File: src/rtl/audio_pkg.sv
// Shared types and constants for the song sequencer and keyboard map.
// Holds FSM states, event field offsets, control register map, keycodes.
package audio_pkg;

    typedef enum logic [1:0] {
        IDLE,
        FETCH,
        APPLY,
        WAIT
    } seq_state_t;

    localparam int KEY_LSB  = 0;
    localparam int SLOT_LSB = 8;
    localparam int LAST_BIT = 10;
    localparam int DUR_LSB  = 16;

    localparam logic [1:0] CTRL_REG  = 2'd0;
    localparam logic [1:0] TICK_REG  = 2'd1;
    localparam logic [1:0] STAT_REG  = 2'd2;
    localparam logic [1:0] ABORT_REG = 2'd3;

    localparam logic [7:0] KEY_A = 8'h04;
    localparam logic [7:0] KEY_S = 8'h16;
    localparam logic [7:0] KEY_D = 8'h07;
    localparam logic [7:0] KEY_F = 8'h09;

    typedef struct packed {
        logic [15:0] dur;
        logic        last;
        logic [1:0]  slot;
        logic [7:0]  key;
    } evt_t;

    // Reserved bits [15:11] are dropped here.
    function automatic evt_t unpack_evt(input logic [31:0] w);
        evt_t e;
        e.dur  = w[DUR_LSB +: 16];
        e.last = w[LAST_BIT];
        e.slot = w[SLOT_LSB +: 2];
        e.key  = w[KEY_LSB +: 8];
        return e;
    endfunction

endpackage

File: src/rtl/song_sequencer_if.sv
// Host bus for the sequencer: event memory port and control register port.
// master = host (NIOS side), slave = sequencer.
interface song_sequencer_if #(
    parameter int AW = 6
);
    logic [AW-1:0] evt_address;
    logic          evt_write;
    logic [31:0]   evt_writedata;
    logic [31:0]   evt_readdata;
    logic [1:0]    ctrl_address;
    logic          ctrl_write;
    logic [31:0]   ctrl_writedata;
    logic [31:0]   ctrl_readdata;

    modport master (
        output evt_address, evt_write, evt_writedata,
        input  evt_readdata,
        output ctrl_address, ctrl_write, ctrl_writedata,
        input  ctrl_readdata
    );

    modport slave (
        input  evt_address, evt_write, evt_writedata,
        output evt_readdata,
        input  ctrl_address, ctrl_write, ctrl_writedata,
        output ctrl_readdata
    );
endinterface

File: src/rtl/song_sequencer_tick.sv
// tick_gen: programmable period counter, 1-cycle tick pulse while enabled.
// Ports: CLK, RESET_N, clr (zero counter), en, period (0 acts as 1), tick.
module tick_gen #(
    parameter int W = 24
) (
    input  logic         CLK,
    input  logic         RESET_N,
    input  logic         clr,
    input  logic         en,
    input  logic [W-1:0] period,
    output logic         tick
);
    logic [W-1:0] cnt;
    logic [W-1:0] lim;

    assign lim  = (period == '0) ? '0 : period - W'(1);
    // >= so a period shrunk below the count fires on the next cycle.
    assign tick = en && (cnt >= lim);

    always_ff @(posedge CLK or negedge RESET_N) begin
        if (!RESET_N) begin
            cnt <= '0;
        end else if (clr || tick) begin
            cnt <= '0;
        end else if (en) begin
            cnt <= cnt + W'(1);
        end
    end
endmodule

File: src/rtl/song_sequencer.sv
// Note scheduler driving the 32-bit song keycode word from an event memory.
// Ports: CLK, RESET_N, bus (event + control slave), song (4 slots), busy.
module song_sequencer
    import audio_pkg::*;
#(
    parameter int EVENT_DEPTH = 64,
    parameter int TICK_W      = 24
) (
    input  logic              CLK,
    input  logic              RESET_N,
    song_sequencer_if.slave   bus,
    output logic [31:0]       song,
    output logic              busy
);
    localparam int IW = $clog2(EVENT_DEPTH);

    logic [31:0]       mem [EVENT_DEPTH];
    seq_state_t        state, state_n;
    evt_t              evt_q;
    logic [15:0]       dur_cnt;
    logic [IW-1:0]     index;
    logic              play, loop_en;
    logic [TICK_W-1:0] tick_period;
    logic              tick, tg_clr;
    logic              adv_raw, adv;
    logic              reg0_wr, tick_wr, stop_wr, start_wr;

    assign reg0_wr  = bus.ctrl_write && (bus.ctrl_address == CTRL_REG);
    assign tick_wr  = bus.ctrl_write && (bus.ctrl_address == TICK_REG);
    assign stop_wr  = (reg0_wr && !bus.ctrl_writedata[0])
                   || (bus.ctrl_write && (bus.ctrl_address == ABORT_REG));
    assign start_wr = reg0_wr && bus.ctrl_writedata[0] && (state == IDLE);
    assign adv      = adv_raw && !stop_wr;
    assign busy     = (state != IDLE);

    tick_gen #(.W(TICK_W)) u_tick (
        .CLK    (CLK),
        .RESET_N(RESET_N),
        .clr    (tg_clr),
        .en     (state == WAIT),
        .period (tick_period),
        .tick   (tick)
    );

    always_ff @(posedge CLK) begin
        if (bus.evt_write) begin
            mem[bus.evt_address] <= bus.evt_writedata;
        end
    end

    assign bus.evt_readdata = mem[bus.evt_address];

    always_comb begin
        bus.ctrl_readdata = '0;
        unique case (bus.ctrl_address)
            CTRL_REG: bus.ctrl_readdata[1:0] = {loop_en, play};
            TICK_REG: bus.ctrl_readdata[TICK_W-1:0] = tick_period;
            STAT_REG: begin
                bus.ctrl_readdata[0]       = busy;
                bus.ctrl_readdata[8 +: IW] = index;
            end
            default: ;
        endcase
    end

    always_ff @(posedge CLK or negedge RESET_N) begin
        if (!RESET_N) state <= IDLE;
        else          state <= state_n;
    end

    always_comb begin
        state_n = state;
        tg_clr  = 1'b0;
        adv_raw = 1'b0;
        unique case (state)
            IDLE: begin
                if (start_wr) begin
                    state_n = FETCH;
                    tg_clr  = 1'b1;
                end
            end
            FETCH: state_n = APPLY;
            APPLY: begin
                if (evt_q.dur != '0) begin
                    state_n = WAIT;
                    tg_clr  = 1'b1;
                end else begin
                    adv_raw = 1'b1;
                end
            end
            WAIT: begin
                if (tick && (dur_cnt == 16'd1)) adv_raw = 1'b1;
            end
            default: state_n = IDLE;
        endcase
        if (adv_raw) begin
            state_n = (evt_q.last && !loop_en) ? IDLE : FETCH;
        end
        if (stop_wr) state_n = IDLE;
    end

    // Later assignments override earlier ones: apply < advance < stop.
    always_ff @(posedge CLK or negedge RESET_N) begin
        if (!RESET_N) begin
            song        <= '0;
            index       <= '0;
            evt_q       <= '0;
            dur_cnt     <= '0;
            play        <= 1'b0;
            loop_en     <= 1'b0;
            tick_period <= '0;
        end else begin
            if (reg0_wr) begin
                play    <= bus.ctrl_writedata[0];
                loop_en <= bus.ctrl_writedata[1];
            end
            if (tick_wr) tick_period <= bus.ctrl_writedata[TICK_W-1:0];
            unique case (state)
                IDLE: begin
                    if (start_wr) begin
                        index <= '0;
                        song  <= '0;
                    end
                end
                FETCH: evt_q <= unpack_evt(mem[index]);
                APPLY: begin
                    song[{evt_q.slot, 3'b000} +: 8] <= evt_q.key;
                    if (evt_q.dur != '0) dur_cnt <= evt_q.dur;
                end
                WAIT: begin
                    if (tick) dur_cnt <= dur_cnt - 16'd1;
                end
                default: ;
            endcase
            if (adv) begin
                if (!evt_q.last) begin
                    index <= index + IW'(1);
                end else begin
                    song <= '0;
                    if (loop_en) index <= '0;
                    else         play  <= 1'b0;
                end
            end
            if (stop_wr) begin
                song <= '0;
                play <= 1'b0;
            end
        end
    end
endmodule

File: src/flat_wrapper.sv
// flat-port wrapper written by rule: the top's interface ports become plain ports
module song_sequencer_flat import audio_pkg::*;
#(
    parameter int EVENT_DEPTH = 64,
    parameter int TICK_W      = 24
)
  (CLK, RESET_N, song, busy, bus_evt_address, bus_evt_write, bus_evt_writedata, bus_evt_readdata, bus_ctrl_address, bus_ctrl_write, bus_ctrl_writedata, bus_ctrl_readdata);
  song_sequencer_if #(.AW(6)) bus_i ();
  input  logic CLK;
  input  logic RESET_N;
  output logic [31:0] song;
  output logic busy;
  input wire logic [$bits(bus_i.evt_address)-1:0] bus_evt_address;
  input wire logic [$bits(bus_i.evt_write)-1:0] bus_evt_write;
  input wire logic [$bits(bus_i.evt_writedata)-1:0] bus_evt_writedata;
  output wire logic [$bits(bus_i.evt_readdata)-1:0] bus_evt_readdata;
  input wire logic [$bits(bus_i.ctrl_address)-1:0] bus_ctrl_address;
  input wire logic [$bits(bus_i.ctrl_write)-1:0] bus_ctrl_write;
  input wire logic [$bits(bus_i.ctrl_writedata)-1:0] bus_ctrl_writedata;
  output wire logic [$bits(bus_i.ctrl_readdata)-1:0] bus_ctrl_readdata;
  assign bus_i.evt_address = bus_evt_address;
  assign bus_i.evt_write = bus_evt_write;
  assign bus_i.evt_writedata = bus_evt_writedata;
  assign bus_evt_readdata = bus_i.evt_readdata;
  assign bus_i.ctrl_address = bus_ctrl_address;
  assign bus_i.ctrl_write = bus_ctrl_write;
  assign bus_i.ctrl_writedata = bus_ctrl_writedata;
  assign bus_ctrl_readdata = bus_i.ctrl_readdata;
  song_sequencer #(.EVENT_DEPTH(EVENT_DEPTH), .TICK_W(TICK_W)) u_core (.CLK(CLK), .RESET_N(RESET_N), .bus(bus_i), .song(song), .busy(busy));
endmodule
File: config.mk
export PLATFORM = sky130hd
export DESIGN_NAME = song_sequencer_flat
export DESIGN_NICKNAME = d
export VERILOG_FILES = /design/src/rtl/audio_pkg.sv /design/src/rtl/song_sequencer_if.sv /design/src/rtl/song_sequencer_tick.sv /design/src/rtl/song_sequencer.sv /design/src/flat_wrapper.sv
export SDC_FILE = /design/constraint.sdc
export NUM_CORES = 2
export LEC_CHECK = 0
export BUFFER_PORTS_ARGS = -buffer_cell sky130_fd_sc_hd__buf_4
export CORE_AREA = 2 2 548 550
export DETAILED_ROUTE_END_ITERATION = 7
export DIE_AREA = 0 0 550 552
export SLEW_MARGIN = 30
export SYNTH_ARGS = -nofsm -noshare
export SYNTH_HDL_FRONTEND = slang
export SYNTH_SLANG_ARGS = --single-unit
File: constraint.sdc
create_clock -name CLK -period 11.45 [get_ports CLK]
set_clock_uncertainty 0.15 [all_clocks]
set_input_delay 0.5725 -clock CLK [delete_from_list [all_inputs] [get_ports CLK]]
set_output_delay 0.5725 -clock CLK [all_outputs]
set_load 0.01 [all_outputs]
### Word level (Yosys, flattened, before mapping)

Memories as Yosys holds them, arrays and structs flattened. A register that Yosys moved wholly into a read port is not among the register bits.
Index checks and enable logic that the tools add are counted.

* register bits after elaboration: 106
* RAM bits: 2048
* bits of input ports: 76
* output and inout bits: 97
* word-level logic and storage cells: 95
* memories kept: 1

* $add $sub $neg: 5
* $lt $le $gt $ge: 1
* equality and inequality tests: 11
* shifts and indexed selects: 2
* multiplexer cells: 41
* reduce and logical (&&, ||, !) cells: 26

Memory list
* u_core.mem: depth 64, width 32, read ports 2, clocked after memory_dff 1, wr ports 1, line song_sequencer.sv:17 `logic [31:0] mem [EVENT_DEPTH];`

Operator list (number)
* two-way mux 32 bit: 4
* two-way mux 24 bit: 3
* one-hot mux 32 bit (2 select lines): 1
* two-way mux 6 bit: 6
* bitwise mux 32 bit: 1
* two-way mux 16 bit: 2
* one-hot mux 16 bit (2 select lines): 1
* variable shift 8 x 7 -> 32 bit, first input constant: 1
* variable part select 8 x 7 -> 32 bit: 1
* adder 24 x 1 -> 24 bit, second input constant: 1
* >= comparator 24 bit: 1
* logical NOT 24 bit: 1
* subtractor 24 x 1 -> 24 bit, second input constant: 1
* == test 16 x 1 -> 1 bit, second input constant: 1
* nonzero test 16 bit: 1
* subtractor 16 x 1 -> 16 bit, second input constant: 1
* two-way mux 1 bit: 12
* one-hot mux 6 bit (2 select lines): 1
* logical AND 1 bit: 10
* two-way mux 10 bit: 1
* == test 2 bit, second input constant: 4
* two-way mux 2 bit: 4
* != test 4 x 1 -> 1 bit, second input constant: 2
* negator 5 -> 7 bit: 1
* 12 further kinds: 24

### Logic depth before layout (Yosys ltp)

* depth in word-level cells: 10
* depth in mapped cells: 16

### Modules after synthesis

Synthesis repeated with hierarchy kept, for this count alone.

* cell total of the unflattened synthesis: 6075
* area total of the unflattened synthesis: 99673.1 um^2

By module, submodules not included
* song_sequencer: instances 1, cells each 5790, area an instance 97372.1 um^2, sequential area each 64226.6 um^2
* tick_gen: instances 1, cells each 285, area an instance 2301.0 um^2, sequential area each 600.6 um^2

### Worst setup path after synthesis

No wires, ideal clock.

* path type: reg2reg
* from: register u_core.tick_period[5]
* to: register u_core.index[5]
* arrival: 3.945 ns
* slack: 7.211 ns
* stages on the path, launching flop included: 16
* period minus slack after synthesis: 4.239 ns
* cells stage by stage: dfrtp_1 or4_4 or4_4 nor4_4 nand2_4 nor3_2 xor2_1 nand2_1 ha_1 nand4_1 nor4_1 nand4_1 o31ai_1 nor2_1 o31ai_2 o221ai_1

* cells in the longest elaborated chain, start to end: 9
* elaborated cells on any way between the ends: 10

Ends and longest elaborated chain
* from (decl): line song_sequencer.sv:23 `logic [TICK_W-1:0] tick_period;`
* from (signal assigned): line song_sequencer.sv:117 `if (tick_wr) tick_period <= bus.ctrl_writedata[TICK_W-1:0];`
* subtractor 24 x 1 -> 24 bit / logical NOT 24 bit (equally long branches): line song_sequencer_tick.sv:16 `assign lim = (period == '0) ? '0 : period - W'(1);`
* two-way mux 24 bit (*): line song_sequencer_tick.sv:16
* >= comparator 24 bit (*): line song_sequencer_tick.sv:18 `assign tick = en && (cnt >= lim);`
* logical AND 1 bit (*): line song_sequencer_tick.sv:18
* logical AND 1 bit (*): line song_sequencer.sv:92 `if (tick && (dur_cnt == 16'd1)) adv_raw = 1'b1;`
* two-way mux 1 bit (*): line song_sequencer.sv:92
* one-hot mux 1 bit (2 select lines) (*): line song_sequencer.sv:75 `unique case (state)`
* logical AND 1 bit (*): line song_sequencer.sv:33 `assign adv = adv_raw && !stop_wr;`
* two-way mux 6 bit (*): line song_sequencer.sv:135 `if (adv) begin`
* to (signal assigned): line song_sequencer.sv:137 `index <= index + IW'(1);`
* to (decl): line song_sequencer.sv:21 `logic [IW-1:0] index;`

Every way passes the cells marked *; elsewhere a longest branch is shown, timed or not.
A chain may end at the register's enable or synchronous reset.

### Final worst setup path

* from: input bus_evt_address[0]
* to: output bus_evt_readdata[3]

* cells in the longest elaborated chain, start to end: 1

Ends and longest elaborated chain
* from (decl): line flat_wrapper.sv:13 `input wire logic [$bits(bus_i.evt_address)-1:0] bus_evt_address;`
* memory (64 x 32 bit)
* to (decl): line flat_wrapper.sv:16 `output wire logic [$bits(bus_i.evt_readdata)-1:0] bus_evt_readdata;`

Every way passes these cells.

==> flow_summary.yaml <==
die:
  start_util_pct: 31.8
  die_w_um: 550
  die_area_sq_um: 304000
  die_y_um: 552
  ioPinCount: 173
  std_cell_rows: 201
  core_sq_um: 298000
drt:
  viasPerCell: 6.54
  drt_iter0_drc: 11100
  post-route-drc-count: 0
  wl_mm: 372
  ant_nets: 0
  vias: 67100
  wl_per_cell_um: 36.3
  dr.pass1.iters: 7
placement:
  port_buffers: 156
  dp.cells: 9818
  dp_hpwl_mm: 202
  place.gp.congestion: 0.856
global_routing:
  grt_max_degree: 114
  antenna_found_initial: 35
  grt_pass1_wl_mm: 509
  grt.total_usage_pct: 23.6
  grt_pass1_vias: 64100
  overflow: 0
critical_path:
  r2r_cells: 13
  cp.arrival_ns: 4.70
  r2r_setup_slack_ns: 6.27
  worstSetupStartpointType: "primary input"
  end_kind: "primary output"
  worstSetupPathType: "in2out"
  timing.rr.end: "u_core.dur_cnt[4]$_DFFE_PN0P_"
  critical_path.max_fanout: 41
  crit_required_ns: 10.73
  r2r-start: "u_core.tick_period[3]$_DFFE_PN0P_"
cts:
  clock-root-buffer: "clkbuf_16"
  cts_tree: "done"
  clk_path_buf_depth: 4
  path_clk_slew_ns: 0.06
  cts_buffers: 220
  clock-sinks: 2181
  h-tree-depth: 4
  cts_setup_buffers: 0
  clk_latency_ns: 0.93
  cts_resized: 0
  cts_hold_buf: 32
layout:
  n_fill_cell: 27700
  final_cell_mix: "2048 x edfxtp_1, 769 x a22oi_1, 437 x mux2i_1, 293 x buf_4, 231 x a21oi_1"
  layout_commonest_cell: "edfxtp_1"
  nets: 6236
  drive_gt1_share_pct: 15.9
  area_delta_synth_final_pct: 14.7
  fin_cells: 10300
timing:
  fin_crit_ns: 5.42
  finalMaxSlewViolations: 0
  rsz0062_at_grt: "false"
  fmaxAchievable_mhz: 185
  slew_headroom_pct: 26.0
  fin_tns_setup_ns: 0
  worst_pin_slew_ns: 1.11
  hold_violations: 0
  finalCritPeriodShare_pct: 47.3
  final-setup-viol-count: 0
power:
  vdd_ir_drop_max_mv: 0.147
  powerDensity_nw_per_um2: 176
  p_int_mw: 14.0
  power_frac_clock_pct: 37.8
  total_leakage_power_nw: 32.5
  p_sw_mw: 5.20
  switching_share_pct: 27.1
  pwr-share-seq_pct: 48.1
  pwr-share-comb_pct: 14.1
min_path:
  min_to: "u_core.mem[19][14]$_DFFE_PP_"
  hold_start: "bus_evt_writedata[14]"
  whs_path_depth: 1
  min_path_type: "in2reg"
yosys:
  ys.flop_type: "edfxtp_1"
  netlist_instances: 6013
  synthArstFlopShare_pct: 6.10
  synth_edf_count: 2048
  seq_area_frac_synth_pct: 68.2
  ys_ff_latch: 2181
  yosysUniqueCellTypes: 75
  synth_area_sq_um: 95000
  syn_avg_cell_area_sq_um: 15.8
  ys.warnings.count: 0
run_status:
  status: "finished, final reports clean"
flow_run:
  maxCapViolCount: 0
[power by group through the flow]
stage,logic (mW),registers (mW),clock network [mW]
2_1_floorplan,1.61,9.17,0
6_report,2.71,9.23,7.26
5_1_grt,2.83,9.24,7.61
3_5_place_dp,2.62,9.38,0
3_3_place_gp,2.59,9.37,0
4_1_cts,2.64,9.21,7.29
[how the worst max path moves through the flow]
stage,start,end,slack (ns),depth (start not counted)
3_3_place_gp,u_core.tick_period[3]$_DFFE_PN0P_,u_core.dur_cnt[6]$_DFFE_PN0P_,6.14,13
5_1_grt,u_core.tick_period[3]$_DFFE_PN0P_,u_core.index[5]$_DFF_PN0_,5.90,13
3_5_place_dp,bus_evt_address[0],bus_evt_readdata[3],6.22,10
4_1_cts,bus_evt_address[0],bus_evt_readdata[3],6.21,10
6_report,bus_evt_address[0],bus_evt_readdata[3],6.03,10
2_1_floorplan,u_core.tick_period[5]$_DFFE_PN0P_,u_core.index[5]$_DFF_PN0_,7.21,15
[critical path, stage by stage]
cell	delay (ns)
buf_4	0.16
and3b_4	0.70
buf_4	0.73
buf_4	0.73
a22o_1	0.25
a221oi_1	0.05
a31oi_1	0.38
nor4_1	0.16
nand2_1	0.59
buf_4	0.24
[routing by layer]
metal | wire length, um | global-route usage (%)
met2 | 162000 | 35.3
met1 | 133000 | 30.4
met4 | 24800 | 13.5
met5 | 186 | 0
met3 | 52200 | 6.85
[synth_stat cells, types with 52 or more instances]
cell type	number	share of area (%)
a41oi_1	61	0.56
nor4_1	52	0.34
mux2i_1	437	4.6
o22ai_1	114	0.75
dfrtp_1	133	3.5
a22oi_1	769	6.1
nand4_1	66	0.43
a21oi_1	231	1.2
buf_2	79	0.42
or3_1	111	0.73
mux4_2	216	5.1
a22o_1	148	1.4
a221oi_1	147	1.4
a31oi_1	149	0.98
edfxtp_1	2048	65
clkbuf_1	320	1.3
nor2_1	169	0.67
nand2_1	92	0.36
o221ai_1	217	2.0
buf_1	56	0.22
[through the flow]
stage | util, % | setup WS [ns] | hold slack (ns) | area, sq um | total power, mW
CTS | 36.5 | 6.21 | 0.00345 | 109000 | 19.1
global route | 36.5 | 5.90 | 0.0261 | 109000 | 19.7
global placement | 33.9 | 6.14 | 0.359 | 101000 | 12.0
finish | 36.5 | 6.03 | 0.0137 | 109000 | 19.2
floorplan | - | 7.21 | 0.127 | 95000 | 10.8
detailed placement | 34.0 | 6.22 | 0.364 | 101000 | 12.0
[kinds of logic after synthesis]
family,Yosys count,share of synthesized area (%)
adders and majority gates,44,0.580
AOI/OAI and AO/OA,1917,14.9
other,1,0.00395
buffers and inverters,516,2.28
and+or+nand+nor,634,3.54
xor gates and xnor gates,42,0.387
DFF,2181,68.2
muxes,678,10.0
[cell type report]
| cell class | count | area, sq um | area share (%) |
|---|---|---|---|
| diodes | 16 | 40.0 | 0.0368 |
| inverters | 28 | 116 | 0.107 |
| flip-flops and latches | 2181 | 64800 | 59.5 |
| repair buffers | 362 | 3250 | 2.98 |
| well taps | 3958 | 4950 | 4.55 |
| multi-input cells | 3323 | 28600 | 26.3 |
| clock inverters | 101 | 1090 | 1.00 |
| clock buffers | 297 | 6000 | 5.51 |
[sequential cells by signal (all words and copies together), names as in the netlist]
name	cells
u_core.dur_cnt	16
u_core.evt_q	27
u_core.index	6
u_core.loop_en	1
u_core.mem	2048
u_core.play	1
u_core.song	32
u_core.state	2
u_core.tick_period	24
u_core.u_tick.cnt	24
(Power assumes the default switching activity.)
